**config.mk**
```make
export PLATFORM = sky130hd
export DESIGN_NAME = chorus_delay_ctrl
export DESIGN_NICKNAME = d
export VERILOG_FILES = /design/src/rtl/chorus_delay_ctrl.sv
export SDC_FILE = /design/constraint.sdc
export NUM_CORES = 1
export LEC_CHECK = 0
export ABC_AREA = 1
export CAP_MARGIN = 10
export CORE_MARGIN = 3
export CORE_UTILIZATION = 45
export DETAILED_ROUTE_END_ITERATION = 12
export GPL_TIMING_DRIVEN = 1
export PLACE_DENSITY = 0.67
export SLEW_MARGIN = 15
export SYNTH_ARGS = -nofsm -noshare
export SYNTH_HDL_FRONTEND = slang
export SYNTH_SLANG_ARGS = --single-unit
```
**constraint.sdc**
```tcl
create_clock -name clk -period 11.3 [get_ports clk]
set_input_delay 1.695 -clock clk [delete_from_list [all_inputs] [get_ports clk]]
set_output_delay 1.695 -clock clk [all_outputs]
set_load 0.01 [all_outputs]
```
**src/rtl/chorus_delay_ctrl.sv**
```systemverilog
// rtl/chorus_delay_ctrl.sv - chorus delay buffer sequencer with triangle-LFO modulated read tap
// One transaction per accepted strobe: write dry sample, read delayed tap, mix, emit.

module chorus_delay_ctrl #(
  parameter int MEM_WIDTH  = 16,
  parameter int MEM_DEPTH  = 16,
  parameter int RD_LAT     = 1,
  parameter int BASE_DELAY = 960,
  parameter int MOD_DEPTH  = 480,
  parameter int LFO_DIV    = 16
) (
  input  logic                 clk,
  input  logic                 reset,
  input  logic [MEM_WIDTH-1:0] sample_in,
  input  logic                 sample_valid,
  input  logic                 bypass,
  output logic [MEM_WIDTH-1:0] sample_out,
  output logic                 out_valid,
  output logic                 busy,
  output logic                 overrun,
  output logic                 wea,
  output logic [MEM_DEPTH-1:0] addra,
  output logic [MEM_WIDTH-1:0] dina,
  output logic [MEM_DEPTH-1:0] addrb,
  input  logic [MEM_WIDTH-1:0] doutb
);

  localparam int LAT_W = (RD_LAT > 1) ? $clog2(RD_LAT) : 1;
  localparam int DIV_W = (LFO_DIV > 1) ? $clog2(LFO_DIV + 1) : 1;
  localparam logic [MEM_DEPTH-1:0] BASE_L   = MEM_DEPTH'(BASE_DELAY);
  localparam logic [MEM_DEPTH-1:0] MOD_L    = MEM_DEPTH'(MOD_DEPTH);
  localparam logic [MEM_DEPTH-1:0] ONE_A    = MEM_DEPTH'(1);
  localparam logic [MEM_DEPTH-1:0] FILL_MAX = {MEM_DEPTH{1'b1}};
  localparam logic [LAT_W-1:0]     LAT_INIT = LAT_W'(RD_LAT - 1);
  localparam logic [LAT_W-1:0]     LAT_ONE  = LAT_W'(1);
  localparam logic [DIV_W-1:0]     DIV_L    = DIV_W'(LFO_DIV);
  localparam logic [DIV_W-1:0]     DIV_ONE  = DIV_W'(1);

  typedef enum logic [1:0] {S_IDLE, S_ISSUE, S_WAIT, S_MIX} state_e;

  state_e               state_q, state_d;
  logic [MEM_WIDTH-1:0] dry_q;
  logic                 byp_q;
  logic [MEM_DEPTH-1:0] wr_ptr_q, wr_ptr_d;
  logic [MEM_DEPTH-1:0] fill_q, fill_d;
  logic [MEM_DEPTH-1:0] lfo_q, lfo_d;
  logic                 lfo_up_q, lfo_up_d;
  logic [DIV_W-1:0]     div_cnt_q, div_cnt_d;
  logic [LAT_W-1:0]     lat_cnt_q, lat_cnt_d;
  logic [MEM_WIDTH-1:0] sample_out_q;
  logic                 out_valid_q, overrun_q, wea_q;
  logic [MEM_DEPTH-1:0] addra_q, addrb_q;
  logic [MEM_WIDTH-1:0] dina_q;

  logic                 accept, mix_en;
  logic [MEM_DEPTH-1:0] delay;
  logic [MEM_WIDTH-1:0] wet, mix_out;
  logic [MEM_WIDTH:0]   sum;

  always_ff @(posedge clk) begin
    if (reset) state_q <= S_IDLE;
    else       state_q <= state_d;
  end

  always_comb begin
    state_d = state_q;
    case (state_q)
      S_IDLE:  if (sample_valid) state_d = S_ISSUE;
      S_ISSUE: state_d = (RD_LAT > 1) ? S_WAIT : S_MIX;
      S_WAIT:  if (lat_cnt_q == LAT_ONE) state_d = S_MIX;
      S_MIX:   state_d = S_IDLE;
      default: state_d = S_IDLE;
    endcase
  end

  always_comb begin
    busy   = 1'b0;
    accept = 1'b0;
    mix_en = 1'b0;
    case (state_q)
      S_IDLE:  accept = sample_valid;
      S_ISSUE: busy = 1'b1;
      S_WAIT:  busy = 1'b1;
      S_MIX: begin
        busy   = 1'b1;
        mix_en = 1'b1;
      end
      default: busy = 1'b0;
    endcase
  end

  // lfo only moves in MIX, so the same delay serves the ISSUE address and the MIX primed test
  assign delay   = BASE_L + lfo_q;
  assign wet     = (fill_q >= delay) ? doutb : '0;
  assign sum     = {dry_q[MEM_WIDTH-1], dry_q} + {wet[MEM_WIDTH-1], wet};
  assign mix_out = byp_q ? dry_q : MEM_WIDTH'(sum >> 1);

  always_comb begin
    wr_ptr_d  = wr_ptr_q;
    fill_d    = fill_q;
    lfo_d     = lfo_q;
    lfo_up_d  = lfo_up_q;
    div_cnt_d = div_cnt_q;
    lat_cnt_d = lat_cnt_q;
    if (state_q == S_ISSUE)     lat_cnt_d = LAT_INIT;
    else if (state_q == S_WAIT) lat_cnt_d = lat_cnt_q - LAT_ONE;
    if (mix_en) begin
      wr_ptr_d = wr_ptr_q + ONE_A;
      if (fill_q != FILL_MAX) fill_d = fill_q + ONE_A;
      if (div_cnt_q + DIV_ONE == DIV_L) begin
        div_cnt_d = '0;
        if (MOD_DEPTH != 0) begin
          if (lfo_up_q) begin
            lfo_d = lfo_q + ONE_A;
            if (lfo_d == MOD_L) lfo_up_d = 1'b0;
          end else begin
            lfo_d = lfo_q - ONE_A;
            if (lfo_d == '0) lfo_up_d = 1'b1;
          end
        end
      end else begin
        div_cnt_d = div_cnt_q + DIV_ONE;
      end
    end
  end

  // Memory-side outputs load on acceptance so they are already registered during ISSUE
  always_ff @(posedge clk) begin
    if (reset) begin
      dry_q        <= '0;
      byp_q        <= 1'b0;
      wr_ptr_q     <= '0;
      fill_q       <= '0;
      lfo_q        <= '0;
      lfo_up_q     <= 1'b1;
      div_cnt_q    <= '0;
      lat_cnt_q    <= '0;
      sample_out_q <= '0;
      out_valid_q  <= 1'b0;
      overrun_q    <= 1'b0;
      wea_q        <= 1'b0;
      addra_q      <= '0;
      addrb_q      <= '0;
      dina_q       <= '0;
    end else begin
      wr_ptr_q    <= wr_ptr_d;
      fill_q      <= fill_d;
      lfo_q       <= lfo_d;
      lfo_up_q    <= lfo_up_d;
      div_cnt_q   <= div_cnt_d;
      lat_cnt_q   <= lat_cnt_d;
      wea_q       <= accept;
      out_valid_q <= mix_en;
      if (sample_valid && busy) overrun_q <= 1'b1;
      if (accept) begin
        dry_q   <= sample_in;
        byp_q   <= bypass;
        addra_q <= wr_ptr_q;
        dina_q  <= sample_in;
        addrb_q <= wr_ptr_q - delay;
      end
      if (mix_en) sample_out_q <= mix_out;
    end
  end

  assign sample_out = sample_out_q;
  assign out_valid  = out_valid_q;
  assign overrun    = overrun_q;
  assign wea        = wea_q;
  assign addra      = addra_q;
  assign addrb      = addrb_q;
  assign dina       = dina_q;

endmodule

```
==> run_results.csv <==
group,metric,value,unit
clocking,htree_levels,4,
sta,max-slew-margin-rel,32.1,%
clocking,postCtsSetupRepairBufs,0,
clocking,clock_latency,0.42,ns
floorplanning,die_x,137,µm
pwr,pwr-share-comb,24.6,%
clocking,cts_resized,0,
routing,highest_layer,"met4",
floorplanning,start_util,46.2,%
yosys,async_reset_ff_share,0,%
routing,wl_met2,8570,µm
yosys,synthTopCellsByArea,"dfxtp_1 (33%), ha_1 (9.9%), nand2_1 (8.0%)",
yosys,synth.most_common_cell,"nand2_1",
floorplanning,die-area,18700,µm²
routing,ant_nets,0,
pwr,sequentialPowerShare,36.9,%
place,post-place-ws,6.89,ns
yosys,ys_types,45,
clocking,cts_hold_buf,0,
yosys,synth_common_cells,"nand2_1 (163), nor2_1 (150), dfxtp_1 (125), inv_1 (121), a21oi_1 (110)",
sta,min_period,4.43,ns
yosys,yosysWarnings,0,
routing,first_pass_iters,5,
yosys,synth-compound-area-share,18.4,%
pwr,cellLeakagePower,0.00416,µW
yosys,synth-edff-count,0,
setup_path,path_common_cell,"nand2_1",
yosys,netlist_area,7690,µm²
sta,slew_violations,0,
pwr,powerDensity,156,nW/µm²
pwr,p_sw,460,µW
routing,routed_via_density,5.13,
cells_and_area,nets,1282,
routing,met3_length,1100,µm
yosys,synth_ff_type,"dfxtp_1",
clocking,cts_buffers,17,
routing,drtIter0Drc,581,
grt,grt_antenna_before_repair,0,
run_status,outcome,"finished, final reports clean",
yosys,syn_inst,1097,
place,place_area,8860,µm²
clocking,cts.root.buffer_cell,"clkbuf_16",
setup_path,cp.required,11.58,ns
yosys,synthXorXnorAreaFrac,6.26,%
cells_and_area,seqCellArea,2500,µm²
clocking,numClockSinks,125,
yosys,yosysTopAreaCell,"dfxtp_1",
sta,layout_setup_ws,6.87,ns
yosys,synth_fa_ha_area_share,10.4,%
setup_path,crit_type,"register to register",
yosys,ys_seq_elements,125,
cells_and_area,num_antenna_cells,0,
cells_and_area,multi_input_area,4510,µm²
grt,groute.usage.overall,21.9,%
place,placement.io_buffers,103,
routing,post_drt_wl_per_cell,14.2,µm
cells_and_area,syn_to_final_growth,23.1,%
sta,setup_viol,0,
yosys,yosysSeqAreaShare,32.5,%
setup_path,cp_max_fo,14,
setup_path,cp_slowest_stage_delay,0.48,ns
yosys,mappedNetlistNets,1196,
yosys,synth_top_family_by_area,"simple AND/OR/NAND/NOR gates",
grt,grt-ovfl-total,0,
min_path,hold_class,"register to register",
cells_and_area,fin_area,9480,µm²
sta,fin_skew,0.00644,ns
clocking,cts.clk_slew.worst_paths,0.06,ns
place,dp_hpwl,14700,µm
clocking,clock_path_buffers,2,
pwr,netSwitchingFraction,31.2,%
floorplanning,core,16600,µm²
grt,grt_max_degree,67,
sta,fmax,226,MHz
grt,grt_pass1_wl,32900,µm
sta,worstMarginPinSlew,1.02,ns
pwr,irDropWorstVdd,0.110,mV
setup_path,end_kind,"register",
sta,rsz0062_at_grt,"false",
floorplanning,io_pins,104,
sta,hold_viol,0,
yosys,muxShareOfSynthArea,0,%
sta,period_share,39.2,%
yosys,synthSimpleGateAreaFrac,23.5,%
routing,finalWirelength,20100,µm
cells_and_area,nFillCells,1592,
clocking,cts_tree,"yes",
pwr,clkPwrFrac,38.5,%
routing,drt-met1-wl,10100,µm
grt,grt_pass1_vias,6698,
run,max_cap_viol_count,0,
place,place.gp.congestion,0.945,
setup_path,crit_path_top_delay_cell,"dfxtp_1",
pwr,p_int,1020,µW
floorplanning,fp-row-count,47,
sta,fin_tns_setup,0,ns
pwr,finalPower,1480,µW
routing,vias,7265,
setup_path,cp-start-kind,"register",
cells_and_area,drive_gt1_share,6.10,%
floorplanning,die_y,137,µm
yosys,syn_avg_cell_area,7.01,µm²
routing,drc,0,
setup_path,arrival,4.71,ns
yosys,yosysTopAreaCellShare,32.5,%
-- layout by cell type, fill, tap and decap left out, types with 11 or more instances in the layout --
master           Yosys  final
clkbuf_16            0     17
nand3_1             39     39
nand2_1            163    163
clkdlybuf4s50_1      0    102
inv_2               11     13
a21oi_1            110    110
inv_1              121    119
o21ai_0             96     96
ha_1                61     61
o211ai_1            13     13
xor2_1              46     46
nor2_1             150    150
dfxtp_1            125    125
nor3_1              24     24
o21ai_1             13     13
nand4_1             11     11
-- routing by layer --
metal	up-vias	global-route usage (%)
met4	0	6.05
met2	162	33.4
met1	3262	31.1
met5	-	0
li1	3810	-
met3	31	4.71
-- power by group through the flow --
stage | logic [µW] | registers (µW) | clock network [µW]
2_1_floorplan | 186 | 565 | 0
3_3_place_gp | 361 | 552 | 0
3_5_place_dp | 364 | 553 | 0
4_1_cts | 366 | 545 | 576
5_1_grt | 408 | 552 | 596
6_report | 363 | 544 | 569
-- flip-flops by register name, indices dropped and copies added, names as in the netlist --
name        flops
lat_cnt_q       1
dina           16
addrb          16
lfo_q          16
out_valid       1
wr_ptr_q       16
byp_q           1
addra          16
div_cnt_q       5
lfo_up_q        1
state_q         2
wea             1
fill_q         16
overrun         1
sample_out     16
-- metrics by stage --
step / util [%] / instances / hold WS (ns)
5_1_grt: 56.9 / 1416 / 0.486
6_report: 56.9 / 1416 / 0.464
2_1_floorplan: - / 1097 / 0.462
3_3_place_gp: 53.3 / 1384 / 0.453
4_1_cts: 56.9 / 1416 / 0.465
3_5_place_dp: 53.3 / 1384 / 0.456
-- worst paths after layout --
path	start	end	slack [ns]	depth (start not counted)
min reg2reg	sample_out[4]$_SDFFE_PP0P_	sample_out[4]$_SDFFE_PP0P_	0.46	2
max reg2reg	lfo_q[10]$_SDFFE_PP0P_	sample_out[15]$_SDFFE_PP0P_	6.87	25
min	sample_out[4]$_SDFFE_PP0P_	sample_out[4]$_SDFFE_PP0P_	0.46	2
max	lfo_q[10]$_SDFFE_PP0P_	sample_out[15]$_SDFFE_PP0P_	6.87	25
-- cells by family after synthesis --
family                     after synthesis
DFF                                    125
and+or+nand+nor                        416
adders and majority gates               63
AOI/OAI and AO/OA                      262
buffers and inverters                  176
xor gates and xnor gates                55
-- critical path, delay by kind of cell (launching register included) --
family / cells / cell delay [ns]
DFF: 1 / 0.48
AOI/OAI and AO/OA: 6 / 0.84
adders and majority gates: 2 / 0.63
and+or+nand+nor: 13 / 1.42
buffers and inverters: 3 / 0.72
xor gates and xnor gates: 1 / 0.21
-- cell type report --
class	instances	area share, %
multi-input cells	796	47.6
flip-flops and latches	125	26.4
repair buffers	109	11.3
inverters	134	5.31
clock buffers	18	4.53
well taps	220	2.91
clock inverters	14	1.93
No activity file was read; power rests on OpenSTA's default activity.
